**src/rtl/vga_timing_gen.sv**
```systemverilog
// VGA timing generator: pixel-tick divider, h/v counters, sync/blank decode,
// a PIPE-tick delayed copy of the decode, and line/frame strobes with a frame counter.
module vga_timing_gen #(
  parameter int H_ACTIVE = 640,
  parameter int H_FP     = 16,
  parameter int H_SYNC   = 96,
  parameter int H_BP     = 48,
  parameter int V_ACTIVE = 480,
  parameter int V_FP     = 10,
  parameter int V_SYNC   = 2,
  parameter int V_BP     = 33,
  parameter int CLK_DIV  = 2,
  parameter int HS_POL   = 0,
  parameter int VS_POL   = 0,
  parameter int CW       = 10,
  parameter int PIPE     = 2
) (
  input  logic          clk,
  input  logic          rst,
  output logic          p_tick,
  output logic [CW-1:0] pixel_x,
  output logic [CW-1:0] pixel_y,
  output logic          video_on,
  output logic          hsync,
  output logic          vsync,
  output logic          video_on_d,
  output logic          hsync_d,
  output logic          vsync_d,
  output logic          line_start,
  output logic          frame_start,
  output logic [15:0]   frame_cnt
);

  localparam int H_TOTAL = H_ACTIVE + H_FP + H_SYNC + H_BP;
  localparam int V_TOTAL = V_ACTIVE + V_FP + V_SYNC + V_BP;
  localparam int DW      = (CLK_DIV > 1) ? $clog2(CLK_DIV) : 1;

  localparam logic [DW-1:0] DIV_MAX = DW'(CLK_DIV - 1);
  localparam logic [CW-1:0] H_MAX   = CW'(H_TOTAL - 1);
  localparam logic [CW-1:0] V_MAX   = CW'(V_TOTAL - 1);
  localparam logic [CW-1:0] H_ACT   = CW'(H_ACTIVE);
  localparam logic [CW-1:0] V_ACT   = CW'(V_ACTIVE);
  localparam logic [CW-1:0] HS_BEG  = CW'(H_ACTIVE + H_FP);
  localparam logic [CW-1:0] HS_END  = CW'(H_ACTIVE + H_FP + H_SYNC - 1);
  localparam logic [CW-1:0] VS_BEG  = CW'(V_ACTIVE + V_FP);
  localparam logic [CW-1:0] VS_END  = CW'(V_ACTIVE + V_FP + V_SYNC - 1);
  localparam logic          HS_ACT  = 1'(HS_POL);
  localparam logic          VS_ACT  = 1'(VS_POL);

  logic [DW-1:0] div_q;
  logic          line_end;
  logic          frame_end;
  logic [15:0]   frame_nxt;

  // The tick is gated by rst so no strobe escapes while the counters are being cleared.
  assign p_tick = ~rst & (div_q == DIV_MAX);

  always_comb begin
    line_end  = (pixel_x == H_MAX);
    frame_end = line_end && (pixel_y == V_MAX);
    frame_nxt = frame_cnt;
    if (p_tick && frame_end) frame_nxt = frame_cnt + 16'd1;
  end

  always_ff @(posedge clk) begin
    if (rst) begin
      div_q     <= '0;
      pixel_x   <= '0;
      pixel_y   <= '0;
      frame_cnt <= '0;
    end else begin
      div_q     <= (div_q == DIV_MAX) ? '0 : div_q + 1'b1;
      frame_cnt <= frame_nxt;
      if (p_tick) begin
        if (line_end) begin
          pixel_x <= '0;
          pixel_y <= (pixel_y == V_MAX) ? '0 : pixel_y + 1'b1;
        end else begin
          pixel_x <= pixel_x + 1'b1;
        end
      end
    end
  end

  assign video_on    = (pixel_x < H_ACT) && (pixel_y < V_ACT);
  assign hsync       = ((pixel_x >= HS_BEG) && (pixel_x <= HS_END)) ? HS_ACT : ~HS_ACT;
  assign vsync       = ((pixel_y >= VS_BEG) && (pixel_y <= VS_END)) ? VS_ACT : ~VS_ACT;
  assign line_start  = p_tick & (pixel_x == '0);
  assign frame_start = line_start & (pixel_y == '0);

  generate
    if (PIPE == 0) begin : g_no_pipe
      assign video_on_d = video_on;
      assign hsync_d    = hsync;
      assign vsync_d    = vsync;
    end else begin : g_pipe
      logic [PIPE-1:0] von_sr;
      logic [PIPE-1:0] hs_sr;
      logic [PIPE-1:0] vs_sr;

      // Stage 0 captures the decode of the pixel being left on each tick edge.
      always_ff @(posedge clk) begin
        if (rst) begin
          von_sr <= '0;
          hs_sr  <= {PIPE{~HS_ACT}};
          vs_sr  <= {PIPE{~VS_ACT}};
        end else if (p_tick) begin
          von_sr <= (von_sr << 1) | PIPE'(video_on);
          hs_sr  <= (hs_sr << 1)  | PIPE'(hsync);
          vs_sr  <= (vs_sr << 1)  | PIPE'(vsync);
        end
      end

      assign video_on_d = von_sr[PIPE-1];
      assign hsync_d    = hs_sr[PIPE-1];
      assign vsync_d    = vs_sr[PIPE-1];
    end
  endgenerate

endmodule

```
**config.mk**
```make
export PLATFORM = sky130hd
export DESIGN_NAME = vga_timing_gen
export DESIGN_NICKNAME = d
export VERILOG_FILES = /design/src/rtl/vga_timing_gen.sv
export SDC_FILE = /design/constraint.sdc
export NUM_CORES = 1
export LEC_CHECK = 0
export CORE_MARGIN = 10
export CORE_UTILIZATION = 54
export DETAILED_ROUTE_END_ITERATION = 7
export GPL_TIMING_DRIVEN = 0
export PLACE_DENSITY = 0.91
export SLEW_MARGIN = 10
export SYNTH_ARGS = -nofsm -noshare
export SYNTH_HDL_FRONTEND = slang
export SYNTH_SLANG_ARGS = --single-unit
```
**constraint.sdc**
```tcl
create_clock -name clk -period 5.4 [get_ports clk]
set_input_delay 1.08 -clock clk [delete_from_list [all_inputs] [get_ports clk]]
set_output_delay 1.08 -clock clk [all_outputs]
set_load 0.01 [all_outputs]
```
==> Implementation_results.wiki <==
{| class="wikitable"
! Metric !! Value
|-
| Leading register cell type out of synthesis || sky130_fd_sc_hd__dfxtp_1
|-
| Portion of the post-synthesis area used by sequential elements || 0.388
|-
| Clock network latency to the later pin of the worst-skew pair || 290 ps
|-
| Post-route DRC violation count || 0
|-
| Synthesized instance count || 269
|-
| Post-synthesis net count || 276
|-
| Count of different cell masters after synthesis || 35
|-
| Leakage power summed over all cells || 0.879 nW
|-
| Top cell type by total area after synthesis || sky130_fd_sc_hd__dfxtp_1
|-
| Number of maximum-capacitance violations || 0
|-
| Worst Tran Pin Value || 721 ps
|-
| Setup TNS || 0 ps
|-
| CTS-repair resized insts || 0
|-
| Total setup buffers inserted after CTS || 0
|-
| Initial Utilization || 0.554
|-
| IO Count || 47
|-
| Via count of the first global-routing pass || 2,096
|-
| P&R area growth vs syn || 26.9%
|-
| Worst Hold Margin || 468 ps
|-
| Diode insertion count for antenna repair || 0
|-
| Crit path time final || 4420 ps
|-
| Yosys synthesis warning count || 0
|-
| Mapped Avg Cell Area || 8.24 um2
|-
| Hold Violations, Final || 0
|-
| Net count of the finished layout || 329
|-
| Required @ worst endpoint || 4320 ps
|-
| Clock-pin slew of the registers on the worst-case setup and hold paths || 80 ps
|-
| Num Clock Sinks || 43
|-
| CTS tree || yes
|-
| Number of flops mapped to enable cells by yosys || 0
|-
| CP most frequent cell || sky130_fd_sc_hd__clkdlybuf4s50_1
|-
| Outcome || finished clean
|-
| IO buf count || 46
|-
| Root buffer selected by CTS || sky130_fd_sc_hd__clkbuf_8
|-
| Count of nets left with antenna violations after detail routing || 0
|-
| Async set-or-reset flop fraction in the synthesized netlist || 0
|-
| Routed length per placed instance || 16.3 um
|-
| VDD IR max || 149 uV
|-
| Number of optimization iterations in the first detailed-route pass || 5
|-
| Antenna violations before repair || 0
|-
| Crit share post-route || 0.819
|-
| Share of cells above drive strength 1 || 0.0312
|-
| Final setup viols || 0
|-
| Share of Yosys cell area claimed by the top area cell type || 0.388
|-
| Width of the die || 84.1 um
|-
| Library cell with the highest instance count after synthesis || sky130_fd_sc_hd__dfxtp_1
|-
| Power density over cell area || 194 nW/um2
|-
| Half-perimeter wire length of the detailed placement result || 4.25 mm
|-
| Number of max-slew violations in the final report || 0
|-
| Count of hold buffers inserted by post-cts repair || 0
|-
| Type of element capturing the critical path || output port
|-
| Critical path, cell by cell || clkdlybuf4s50_1, nor2b_1, clkbuf_1, nand3_1, nor4_1, and3_1, clkdlybuf4s50_1
|-
| Number of CTS-inserted buffers || 5
|-
| Total via count in the routed design || 2,309
|-
| CP max stage cell || sky130_fd_sc_hd__clkdlybuf4s50_1
|-
| Die area || 7070 um2
|-
| Gr usage total || 0.166
|-
| Cells taking the most area after synthesis || sky130_fd_sc_hd__dfxtp_1 39%, sky130_fd_sc_hd__a21oi_1 6.1%, sky130_fd_sc_hd__o31ai_1 4.7%, sky130_fd_sc_hd__or4_1 4.7%, sky130_fd_sc_hd__nand3_1 4.1%
|-
| Total Wirelength || 6.05 mm
|-
| FP Rows || 23
|-
| Fin Clk Skew || 6.73 ps
|-
| Start-to-end type of the worst setup path || in2out
|-
| Commonest cells in the netlist || 43 x sky130_fd_sc_hd__dfxtp_1, 27 x sky130_fd_sc_hd__a21oi_1, 18 x sky130_fd_sc_hd__clkbuf_1, 18 x sky130_fd_sc_hd__nand3_1, 16 x sky130_fd_sc_hd__nor3_1
|-
| Startpoint Class || input pin
|-
| Via density per instance || 6.22
|-
| Global-route wire length before repair || 10.2 mm
|-
| Remaining Overflow, GRT || 0
|-
| Cell Area, Synth || 2220 um2
|-
| Htree depth || 2
|-
| Unrepaired setup endpoints after global routing || no
|-
| Total core area || 4000 um2
|-
| Max Clock Freq || 226 MHz
|-
| Slowest Stage Delay on Critical Path || 540 ps
|-
| Maximum fanout along the worst path || 10
|-
| Maximum number of pins on one net before global-route repair || 12
|-
| Number of register bits inferred by synthesis || 43
|-
| Arrival time reported for the critical path endpoint || 3340 ps
|-
| Worst-case headroom to the max-slew limit || 0.516
|-
| Worst hold path class || reg2reg
|-
| Number of DRC violations after detailed-routing iteration 0 || 145
|-
| Last weighted congestion value of the routability-driven placer || 0.884
|-
| Die outline height || 84.1 um
|-
| Maximum clock insertion buffer count || 2
|}
==> placed cells by master (no fill, tap or decap), types with 7 or more instances in the layout <==
| master | synthesis | routed |
|---|---|---|
| sky130_fd_sc_hd__clkdlybuf4s50_1 | 0 | 46 |
| sky130_fd_sc_hd__dfxtp_1 | 43 | 43 |
| sky130_fd_sc_hd__a21oi_1 | 27 | 27 |
| sky130_fd_sc_hd__clkbuf_1 | 18 | 19 |
| sky130_fd_sc_hd__nand3_1 | 18 | 18 |
| sky130_fd_sc_hd__nor3_1 | 16 | 16 |
| sky130_fd_sc_hd__nand4_1 | 14 | 14 |
| sky130_fd_sc_hd__nand2_1 | 14 | 14 |
| sky130_fd_sc_hd__o31ai_1 | 14 | 14 |
| sky130_fd_sc_hd__or4_1 | 14 | 14 |
| sky130_fd_sc_hd__nor2_1 | 10 | 10 |
| sky130_fd_sc_hd__o21ai_0 | 10 | 10 |
| sky130_fd_sc_hd__or3_1 | 10 | 10 |
| sky130_fd_sc_hd__inv_1 | 7 | 7 |
==> stage by stage <==
step           setup WS, ps   util  cell area (um2)  power (mW)  instances
2_1_floorplan          2030      -             2220       0.349        269
3_3_place_gp            982  0.685             2740       0.362        365
3_5_place_dp            998  0.685             2740       0.363        365
4_1_cts                 976  0.703             2810       0.547        371
5_1_grt                 844  0.703             2810       0.558        371
6_report                977  0.703             2810       0.545        371
==> metal layers <==
layer | up-vias | routed length, um | track usage | part of all wire
met3 | 12 | 494 | 0.0547 | 0.082
met2 | 98 | 2950 | 0.265 | 0.49
met4 | 0 | 110 | 0.0654 | 0.018
met5 | - | 0 | 0 | 0
met1 | 1096 | 2490 | 0.198 | 0.41
li1 | 1103 | - | - | -
==> sequential cells by signal, indices dropped and copies added, names as in the netlist <==
name,cells
pixel_y,10
g_pipe.von_sr,2
g_pipe.vs_sr,2
frame_cnt,16
div_q,1
pixel_x,10
g_pipe.hs_sr,2
==> layout make-up <==
type / instances / area [um2]
clock buffers: 6 / 72.6
flip-flops and latches: 43 / 861
plain buffers: 20 / 82.6
repair buffers: 46 / 460
well taps: 50 / 62.6
fillers: 320 / 1190
inverters: 7 / 26.3
multi-input cells: 199 / 1250
==> worst max-delay path: cells and delay by family <==
family                 cells  cell delay [ps]
buffers and inverters      3             1340
and+or+nand+nor            4              920
==> path summary, 6_finish.rpt <==
kind	from	end	slack, ps	cells past startpoint
worst max-delay path	rst	frame_start	980	7
worst min register to register	g_pipe.vs_sr[0]	g_pipe.vs_sr[1]	470	1
worst max register to register	pixel_x[6]	frame_cnt[5]	2890	6
worst min-delay path	g_pipe.vs_sr[0]	g_pipe.vs_sr[1]	470	1
==> logic make-up (layout without fill, tap and decap cells) <==
kind of cell / Yosys count / count (layout) / share of synthesized area
and+or+nand+nor: 125 / 125 / 0.330
buffers and inverters: 27 / 79 / 0.0491
xor gates and xnor gates: 9 / 9 / 0.0356
DFF: 43 / 43 / 0.388
muxes: 4 / 4 / 0.0186
AOI/OAI and AO/OA: 56 / 56 / 0.150
adders and majority gates: 5 / 5 / 0.0282
==> power breakdown <==
group          total [mW]  leakage, nW  internal, mW  switching, mW
logic              0.0321        0.494        0.0141         0.0180
registers           0.324        0.348         0.321        0.00292
clock network       0.189       0.0371        0.0863          0.103
Note: power is estimated with default switching activity, not from simulation.
